`src/rtl/vga_pattern_sequencer.sv`:
```
// Picks the test pattern index for the VGA mux; every change is
// deferred to the frame boundary so a frame never shows two patterns.
module vga_pattern_sequencer #(
   parameter int TOTAL_COLS   = 800,
   parameter int TOTAL_ROWS   = 525,
   parameter int NUM_PATTERNS = 8,
   parameter int DWELL_FRAMES = 120
) (
   input  logic       clk,
   input  logic       rst,
   input  logic [9:0] col_count,
   input  logic [9:0] row_count,
   input  logic [2:0] sw_sel,
   input  logic       auto_en,
   input  logic       pause,
   input  logic       step,
   output logic [2:0] pat_sel,
   output logic       frame_tick,
   output logic       pat_changed,
   output logic       auto_active,
   output logic [7:0] dwell_count
);

   // Decode one pixel early so the registered tick lands on the last pixel.
   localparam logic [9:0] TICK_COL   = 10'(TOTAL_COLS - 2);
   localparam logic [9:0] TICK_ROW   = 10'(TOTAL_ROWS - 1);
   localparam logic [2:0] LAST_PAT   = 3'(NUM_PATTERNS - 1);
   localparam logic [7:0] LAST_DWELL = 8'(DWELL_FRAMES - 1);

   typedef enum logic [1:0] {
      MANUAL = 2'd0,
      AUTO   = 2'd1,
      HOLD   = 2'd2
   } state_e;

   state_e     state_q, state_d;
   logic [2:0] pat_q, pat_d;
   logic [7:0] dwell_q, dwell_d;
   logic       pend_q, pend_d;
   logic       tick_q, tick_d;
   logic       chg_q, chg_d;
   logic       act_q, act_d;

   logic       step_hold;
   logic       step_eff;
   logic [2:0] pat_adv;

   assign tick_d = (col_count == TICK_COL) &&
                   (row_count == TICK_ROW);

   assign step_hold = step && (state_q == HOLD);
   assign step_eff  = pend_q || step_hold;

   // Wrapping here also pulls an out-of-range manual index back to 0.
   assign pat_adv = (pat_q >= LAST_PAT) ? 3'd0
                                        : pat_q + 3'd1;

   always_comb begin
      state_d = state_q;
      pat_d   = pat_q;
      dwell_d = dwell_q;
      pend_d  = pend_q || step_hold;
      if (tick_q) begin
         pend_d = 1'b0;
         unique case (state_q)
            MANUAL: begin
               if (auto_en) begin
                  state_d = AUTO;
                  dwell_d = 8'd0;
               end else begin
                  pat_d = sw_sel;
               end
            end
            AUTO: begin
               if (!auto_en) begin
                  state_d = MANUAL;
                  pat_d   = sw_sel;
                  dwell_d = 8'd0;
               end else if (pause) begin
                  state_d = HOLD;
               end else if (dwell_q == LAST_DWELL) begin
                  pat_d   = pat_adv;
                  dwell_d = 8'd0;
               end else begin
                  dwell_d = dwell_q + 8'd1;
               end
            end
            HOLD: begin
               if (!auto_en) begin
                  state_d = MANUAL;
                  pat_d   = sw_sel;
                  dwell_d = 8'd0;
               end else if (!pause) begin
                  state_d = AUTO;
               end else if (step_eff) begin
                  pat_d   = pat_adv;
                  dwell_d = 8'd0;
               end
            end
            default: begin
               state_d = MANUAL;
               pat_d   = sw_sel;
               dwell_d = 8'd0;
            end
         endcase
      end
      chg_d = (pat_d != pat_q);
      act_d = (state_d != MANUAL);
   end

   always_ff @(posedge clk) begin
      if (rst) begin
         state_q <= MANUAL;
         pat_q   <= 3'd0;
         dwell_q <= 8'd0;
         pend_q  <= 1'b0;
         tick_q  <= 1'b0;
         chg_q   <= 1'b0;
         act_q   <= 1'b0;
      end else begin
         state_q <= state_d;
         pat_q   <= pat_d;
         dwell_q <= dwell_d;
         pend_q  <= pend_d;
         tick_q  <= tick_d;
         chg_q   <= chg_d;
         act_q   <= act_d;
      end
   end

   assign pat_sel     = pat_q;
   assign frame_tick  = tick_q;
   assign pat_changed = chg_q;
   assign auto_active = act_q;
   assign dwell_count = dwell_q;

endmodule
```
`config.mk`:
```
export PLATFORM = sky130hd
export DESIGN_NAME = vga_pattern_sequencer
export DESIGN_NICKNAME = d
export VERILOG_FILES = /design/src/rtl/vga_pattern_sequencer.sv
export SDC_FILE = /design/constraint.sdc
export NUM_CORES = 1
export LEC_CHECK = 0
export ABC_CLOCK_PERIOD_IN_PS = 2210
export CORE_UTILIZATION = 44
export CTS_CLUSTER_SIZE = 30
export DETAILED_ROUTE_END_ITERATION = 16
export GPL_TIMING_DRIVEN = 0
export PLACE_DENSITY = 0.83
export SYNTH_ARGS = -nofsm -noshare
export SYNTH_HDL_FRONTEND = slang
export SYNTH_SLANG_ARGS = --single-unit
```
`constraint.sdc`:
```
create_clock -name clk -period 2.21 [get_ports clk]
set_input_delay 0.442 -clock clk [delete_from_list [all_inputs] [get_ports clk]]
set_output_delay 0.442 -clock clk [all_outputs]
set_load 0.02 [all_outputs]
```
==> results of run 1 <==
==> synth_stat cells (2+ instances only) <==
| cell | instances | area share |
|---|---|---|
| nand2b_1 | 3 | 0.016 |
| nor4_1 | 3 | 0.016 |
| nor3_1 | 5 | 0.021 |
| nand2_1 | 10 | 0.032 |
| nor2b_1 | 2 | 0.011 |
| o21ai_0 | 4 | 0.017 |
| ha_1 | 3 | 0.032 |
| nand3_1 | 3 | 0.013 |
| a21oi_1 | 5 | 0.021 |
| and3_1 | 2 | 0.011 |
| and2_1 | 2 | 0.011 |
| nand4_1 | 3 | 0.016 |
| xor2_1 | 8 | 0.059 |
| dfxtp_1 | 17 | 0.29 |
| inv_1 | 6 | 0.019 |
| o211ai_1 | 9 | 0.057 |
| nor3b_1 | 2 | 0.013 |
| o21ai_1 | 5 | 0.021 |
| o22ai_1 | 2 | 0.011 |
| a31oi_1 | 2 | 0.011 |
| o211a_1 | 2 | 0.017 |
| buf_2 | 4 | 0.017 |
| nor2_1 | 19 | 0.060 |
| a41oi_1 | 2 | 0.015 |
==> area by class of cell <==
type	count	area, um2	share of cell area
Multi-Input combinational cell	118	792.0	0.4810
Clock buffer	3	22.52	0.01368
Buffer	6	27.53	0.01672
Clock inverter	1	5.005	0.003040
Inverter	6	22.52	0.01368
Tap cell	30	37.54	0.02280
Sequential cell	17	340.3	0.2067
Timing Repair Buffer	40	399.1	0.2424
==> registers in the layout, summed over array words and instances, names as in the netlist <==
register and count:
dwell_count 8, state_q 2, frame_tick 1, pend_q 1, pat_sel 3, pat_changed 1
auto_active 1
==> worst min-delay path by stage <==
| stage | end | start | slack [ns] | depth (start not counted) |
|---|---|---|---|---|
| 2_1_floorplan | pend_q | pend_q | 0.51 | 2 |
| 3_3_place_gp | dwell_count[2] | dwell_count[2] | 0.51 | 2 |
| 3_5_place_dp | dwell_count[2] | dwell_count[2] | 0.55 | 2 |
| 4_1_cts | state_q[0] | rst | 0.52 | 2 |
| 5_1_grt | state_q[0] | rst | 0.55 | 2 |
| 6_report | state_q[0] | rst | 0.53 | 2 |
==> cells by family (layout without fill, tap and decap cells) <==
| logic type | Yosys count | count (layout) | synth area share |
|---|---|---|---|
| adders and majority gates | 3 | 3 | 0.03175 |
| muxes | 1 | 1 | 0.008466 |
| and+or+nand+nor | 64 | 64 | 0.3079 |
| AOI/OAI and AO/OA | 41 | 41 | 0.2550 |
| buffers and inverters | 12 | 56 | 0.04232 |
| DFF | 17 | 17 | 0.2878 |
| xor gates and xnor gates | 9 | 9 | 0.06667 |
==> power by group through the flow <==
| stage | clock [uW] | combinational (uW) | sequential, uW |
|---|---|---|---|
| 2_1_floorplan | 0 | 23.6 | 313 |
| 3_3_place_gp | 0 | 77.1 | 313 |
| 3_5_place_dp | 0 | 79.3 | 313 |
| 4_1_cts | 175 | 78.7 | 306 |
| 5_1_grt | 187 | 85.4 | 306 |
| 6_report | 175 | 78.6 | 306 |
==> metal layers <==
layer	up-vias	global-route usage	wire, um
met1	606	0.2648	1385
met3	6	0.03955	162
li1	635	-	-
met2	60	0.3930	1356
met4	0	0.1228	68
met5	-	0	0
==> repair_timing <==
action / in CTS / in global routing
setup endpoints to repair: 1 / 0
buffers inserted: 0 / 0
resized for setup: 1 / 0
==> metrics by stage <==
step / power, uW / setup TNS (ns) / instance area (um2)
after floorplan: 336.8 / 0 / 1182
after global placement: 390.3 / -1.475 / 1620
after detailed placement: 392.5 / -2.054 / 1620
after CTS: 560.1 / 0 / 1647
after global routing: 578.2 / 0 / 1647
final: 559.6 / 0 / 1647
==> key figures, run 1 <==
Drt
  – WL/cell: about 13 um
  – Initial DRC Count: 19
  – DR vias/cell: slightly below 6
  – Post-detailed-route count of antenna-violating nets: 0
  – Drt total wl: 2973 um
  – 1st-pass router iterations: 4
  – DR vias: about 1300
  – Drt drc: 0

Cells and area
  – Ant diodes: 0
  – Layout Nets: between 200 and 250
  – Commonest non-fill, non-tap cell in the layout: clkdlybuf4s50_1
  – FILL cells: ~240
  – Syn-to-layout area delta: 39.26%
  – Non-filler instance count after layout: 221
  – Layout cells sized above 1: 0.08901
  – Finished Core Util: 0.6587
  – Most frequent cells in the layout: clkdlybuf4s50_1 (39), nor2_1 (19), dfxtp_1 (17)

Clocking
  – CTS tree: built
  – Post-CTS Hold Buffers: 0
  – Clock slew at reported path FFs: 0.10 ns
  – CTS max path bufs: 2
  – Clock Latency Late Sink: about 0.30 ns
  – Clock Tree Root: clkbuf_4
  – H-Tree Depth: 1
  – Number of CTS-inserted buffers: 3
  – Clock sinks: 17

Floorplanning
  – Site row count: 18
  – DIE HEIGHT: 53.84 um
  – I/O pin count: 42
  – Core footprint: approximately 2500 um2
  – Die X: between 50 and 60 um
  – Die area: 2899 um2
  – Initial Util: 0.4730

Synth
  – Synthesis Warnings: 0
  – EDFF count, synth: 0
  – Ys flop type: dfxtp_1
  – Mapped Cells: roughly 150
  – Average size of a mapped cell: 8.043 um2
  – Ys async rst share: 0
  – Unique masters post-synth: 48
  – Synthesized area: ~1200 um2
  – Post-Synthesis Net Count: 178
  – Seq/Total Area, Yosys: 0.2878
  – Flop and latch count out of synthesis: 17

Critical path
  – WP depth: 7
  – CP bufs+invs: 2
  – Worst R2R Path Depth: 7
  – CP max stage delay: 0.48 ns
  – Crit path max fanout: 10
  – CP Launch Point: auto_en
  – Critical path type: in -> reg
  – Critical Path Slowest Stage Cell: clkdlybuf4s50_1
  – Reg-to-reg setup timing slack: around 0.23 ns
  – Cell breakdown of the critical path: clkdlybuf4s50_1 -> buf_2 -> a21boi_2 -> o22ai_1 -> a311o_1 -> o211ai_1 -> a41oi_1
  – Crit. End Element: flip-flop
  – CP Launch Type: input port
  – Req. time, crit path: between 2 and 2.5 ns
  – Origin of the critical flop-to-flop path: pat_sel[1]
  – Worst R2R End: pat_changed
  – Worst path top cell family by delay: compound AO/OA/AOI/OAI gates
  – Arrival time at the worst endpoint: 2.24 ns
  – Crit path capture: pat_changed

Timing
  – WHS: 0.5250 ns
  – Max-slew violations: 0
  – Worst Tran Pin Value: ~0.53 ns
  – Tmin final: between 2 and 2.5 ns
  – Setup ws final: 0.1377 ns
  – Final Cycle Share: 0.9377
  – Max Clk Rate: roughly 480 MHz
  – Final hold viol count: 0
  – Unrepaired setup endpoints after global routing: no
  – Clk_skew: 0.003036 ns
  – Final setup vio count: 0
  – Rel. slew slack: 0.6469

Run status
  – Outcome: complete, no violations

GRT
  – Overall Global Routing Usage: 0.2282
  – Initial antenna violation count: 0
  – Largest net degree at the start of global routing: 11
  – Vias in the first global route: 1153
  – Remaining Overflow, GRT: 0
  – First-pass GRT wire length: about 4700 um

Place
  – Placement Setup Slack: -0.3359 ns
  – RD Place Congestion: 0.8278
  – Number of port buffers: 40
  – Placed cell count: approximately 220
  – Dpl hpwl: 2286 um

Power and ir drop
  – Sequential share of power: 0.547
  – P_int: around 420 uW
  – Combinational power share: 0.140
  – Worst vdd ir: around 0.29 mV
  – Leak: between 0.0005 and 0.0006 uW
  – Switching Share: 0.2445
  – Clock power share: 0.313
  – Pwr Density: between 300 and 400 nW/um2
  – NetSw: between 100 and 150 uW

Job
  – Max Cap Violations: 0

Hold path
  – Worst hold path type: in -> reg
No activity file was read; power rests on OpenSTA's default activity.
==> run 2, diff against run 1 <==
--- a/config.mk
+++ b/config.mk
@@ -11,6 +11,7 @@
 export DETAILED_ROUTE_END_ITERATION = 16
 export GPL_TIMING_DRIVEN = 0
 export PLACE_DENSITY = 0.83
+export SLEW_MARGIN = 0
 export SYNTH_ARGS = -nofsm -noshare
 export SYNTH_HDL_FRONTEND = slang
 export SYNTH_SLANG_ARGS = --single-unit
==> constraint.sdc (replaced) <==
create_clock -name clk -period 2.21 [get_ports clk]
set_input_delay 0.5525 -clock clk [delete_from_list [all_inputs] [get_ports clk]]
set_output_delay 0.5525 -clock clk [all_outputs]
set_load 0.02 [all_outputs]
==> key figures, run 2 (synthesis results as in run 1) <==
Floorplanning
  – Site row count: 18 (unchanged)
  – Die X: 53.84 um (unchanged)
  – Core footprint: 2500 um2 (unchanged)
  – Initial Util: 0.4730 (unchanged)
  – DIE HEIGHT: 53.84 um (unchanged)
  – Die area: 2899 um2 (unchanged)
  – I/O pin count: 42 (unchanged)

GRT
  – Vias in the first global route: 1153 (unchanged)
  – Grt peak-use layer: met2
  – GRT met2 Usage: 0.3930 (unchanged)
  – Remaining Overflow, GRT: 0 (unchanged)
  – First-pass GRT wire length: 4705 um (unchanged)
  – Initial antenna violation count: 0 (unchanged)
  – Grt met3 use: 0.03955 (unchanged)
  – Overall Global Routing Usage: 0.2282 (unchanged)
  – Met1 GRT Util: 0.2648 (unchanged)
  – Largest net degree at the start of global routing: 11 (unchanged)

Cells and area
  – Largest register FFs: 8 (unchanged)
  – Commonest non-fill, non-tap cell in the layout: clkdlybuf4s50_1
  – Ant diodes: 0 (unchanged)
  – Layout cells sized above 1: 0.09424 (+0.005236)
  – Layout Nets: 223 (unchanged)
  – Syn-to-layout area delta: 40.21%
  – Final Cell Area: 1658 um2 (+0.68%)
  – FILL cells: 229 (-2.6%)
  – Most frequent cells in the layout: clkdlybuf4s50_1 (39), nor2_1 (19), dfxtp_1 (17)

Critical path
  – Arrival time at the worst endpoint: 2.37 ns (+0.13 ns)
  – Req. time, crit path: 2.44 ns (+0.06 ns)
  – Reg-to-reg setup timing slack: 0.24 ns (about the same)
  – Crit path max fanout: 10 (unchanged)
  – CP Launch Type: input port
  – Critical path type: in -> reg
  – Crit. End Element: flip-flop

Clocking
  – CTS tree: built
  – Post CTS Setup Buffer Count: 0 (unchanged)
  – Number of CTS-inserted buffers: 3 (unchanged)
  – Clock slew at reported path FFs: 0.11 ns (about the same)
  – Clock Tree Root: clkbuf_4
  – Clock sinks: 17 (unchanged)
  – Clock Latency Late Sink: 0.30 ns (about the same)
  – CTS max path bufs: 2 (unchanged)
  – H-Tree Depth: 1 (unchanged)

Timing
  – Max-slew violations: 0 (unchanged)
  – Max Clk Rate: 468.7 MHz (-2.9%)
  – Final setup vio count: 0 (unchanged)
  – Clk_skew: 0.002921 ns (-0.0001149 ns)
  – Setup TNS Final: 0 ns (unchanged)
  – Rel. slew slack: 0.6983 (+0.05145)
  – Tmin final: 2.134 ns (+0.06147 ns)
  – Worst Tran Pin Value: 0.4525 ns (-0.07365 ns)
  – Final Cycle Share: 0.9655 (+0.02781)
  – Final hold viol count: 0 (unchanged)
  – Unrepaired setup endpoints after global routing: no

Drt
  – 1st-pass router iterations: 4 (unchanged)
  – WL/cell: 13.30 um (-1.1%)
  – Post-detailed-route count of antenna-violating nets: 0 (unchanged)
  – DR vias: 1293 (-1.1%)
  – DR vias/cell: 5.851 (-1.1%)
  – Drt total wl: 2940 um (-1.1%)
  – Initial DRC Count: 23 (+4)
  – Drt drc: 0 (unchanged)

Job
  – Max Cap Violations: 0 (unchanged)

Power and ir drop
  – Leak: 0.0005964 uW (+1.0%)
  – Total power: 560.9 uW (+0.23%)
  – Worst vdd ir: 0.2867 mV (+0.38%)
  – Pwr Density: 338.3 nW/um2 (-0.45%)

Hold path
  – Worst hold path type: reg -> reg

Run status
  – Outcome: complete, no violations

Place
  – RD Place Congestion: 0.8278 (unchanged)
  – Number of port buffers: 40 (unchanged)
  – Dpl cell area: 1620 um2 (unchanged)
  – Dpl hpwl: 2286 um (unchanged)
-- run 2: cell counts in the layout (fill, tap and decap cells not counted) --
Identical to the previous run, type by type.
-- run 2: critical path: stages --
cell,delay (ns)
clkdlybuf4s50_1,0.48
buf_2,0.21
nor2_1,0.07
a21oi_2,0.26
o21ai_2,0.15
or4_1,0.49
a21oi_1,0.15
-- run 2: cell type report --
| type | count | area (um2) | share of cell area |
|---|---|---|---|
| flip-flops and latches | 17 | 340.3 | 0.2053 |
| multi-input cells | 118 | 803.3 | 0.4845 |
| repair buffers | 40 | 399.1 | 0.2408 |
| well taps | 30 | 37.54 | 0.02264 |
| clock buffers | 3 | 22.52 | 0.01358 |
| inverters | 6 | 22.52 | 0.01358 |
| plain buffers | 6 | 27.53 | 0.01660 |
| clock inverters | 1 | 5.005 | 0.003019 |
-- run 2: layer usage --
metal / share of wire / vias up
li1: - / 635
met1: 0.45 / 602
met2: 0.47 / 50
met3: 0.059 / 6
met4: 0.022 / 0
met5: 0 / -
-- run 2: worst paths after layout --
kind / startpoint / endpoint / cells after the start
worst min register to register: dwell_count[2] / dwell_count[2] / 2
worst max register to register: pat_sel[1] / pat_changed / 7
worst max-delay path: auto_en / dwell_count[2] / 7
worst min-delay path: dwell_count[2] / dwell_count[2] / 2
-- run 2: what timing repair did --
| item | in CTS | in global routing |
|---|---|---|
| gates resized for setup | 1 | 2 |
| endpoints found under the hold margin | 0 | 0 |
| setup endpoints to repair | 2 | 5 |
| hold buffers | 0 | 0 |
-- run 2: where the power goes --
group / internal, uW / switching [uW]
clock network: 67.4 / 108
logic: 50.2 / 29.5
registers: 306 / 0.0000866
total: 424 / 137
-- run 2: through the flow --
step	cells	utilization	setup slack, ns	hold slack (ns)
after CTS	221	0.6587	0.02146	0.5583
after detailed placement	217	0.6481	-0.4464	0.5487
final	221	0.6632	0.07622	0.5647
after floorplan	147	-	0.2646	0.5102
after global routing	221	0.6632	0.006617	0.5881
after global placement	217	0.6481	-0.3888	0.5135
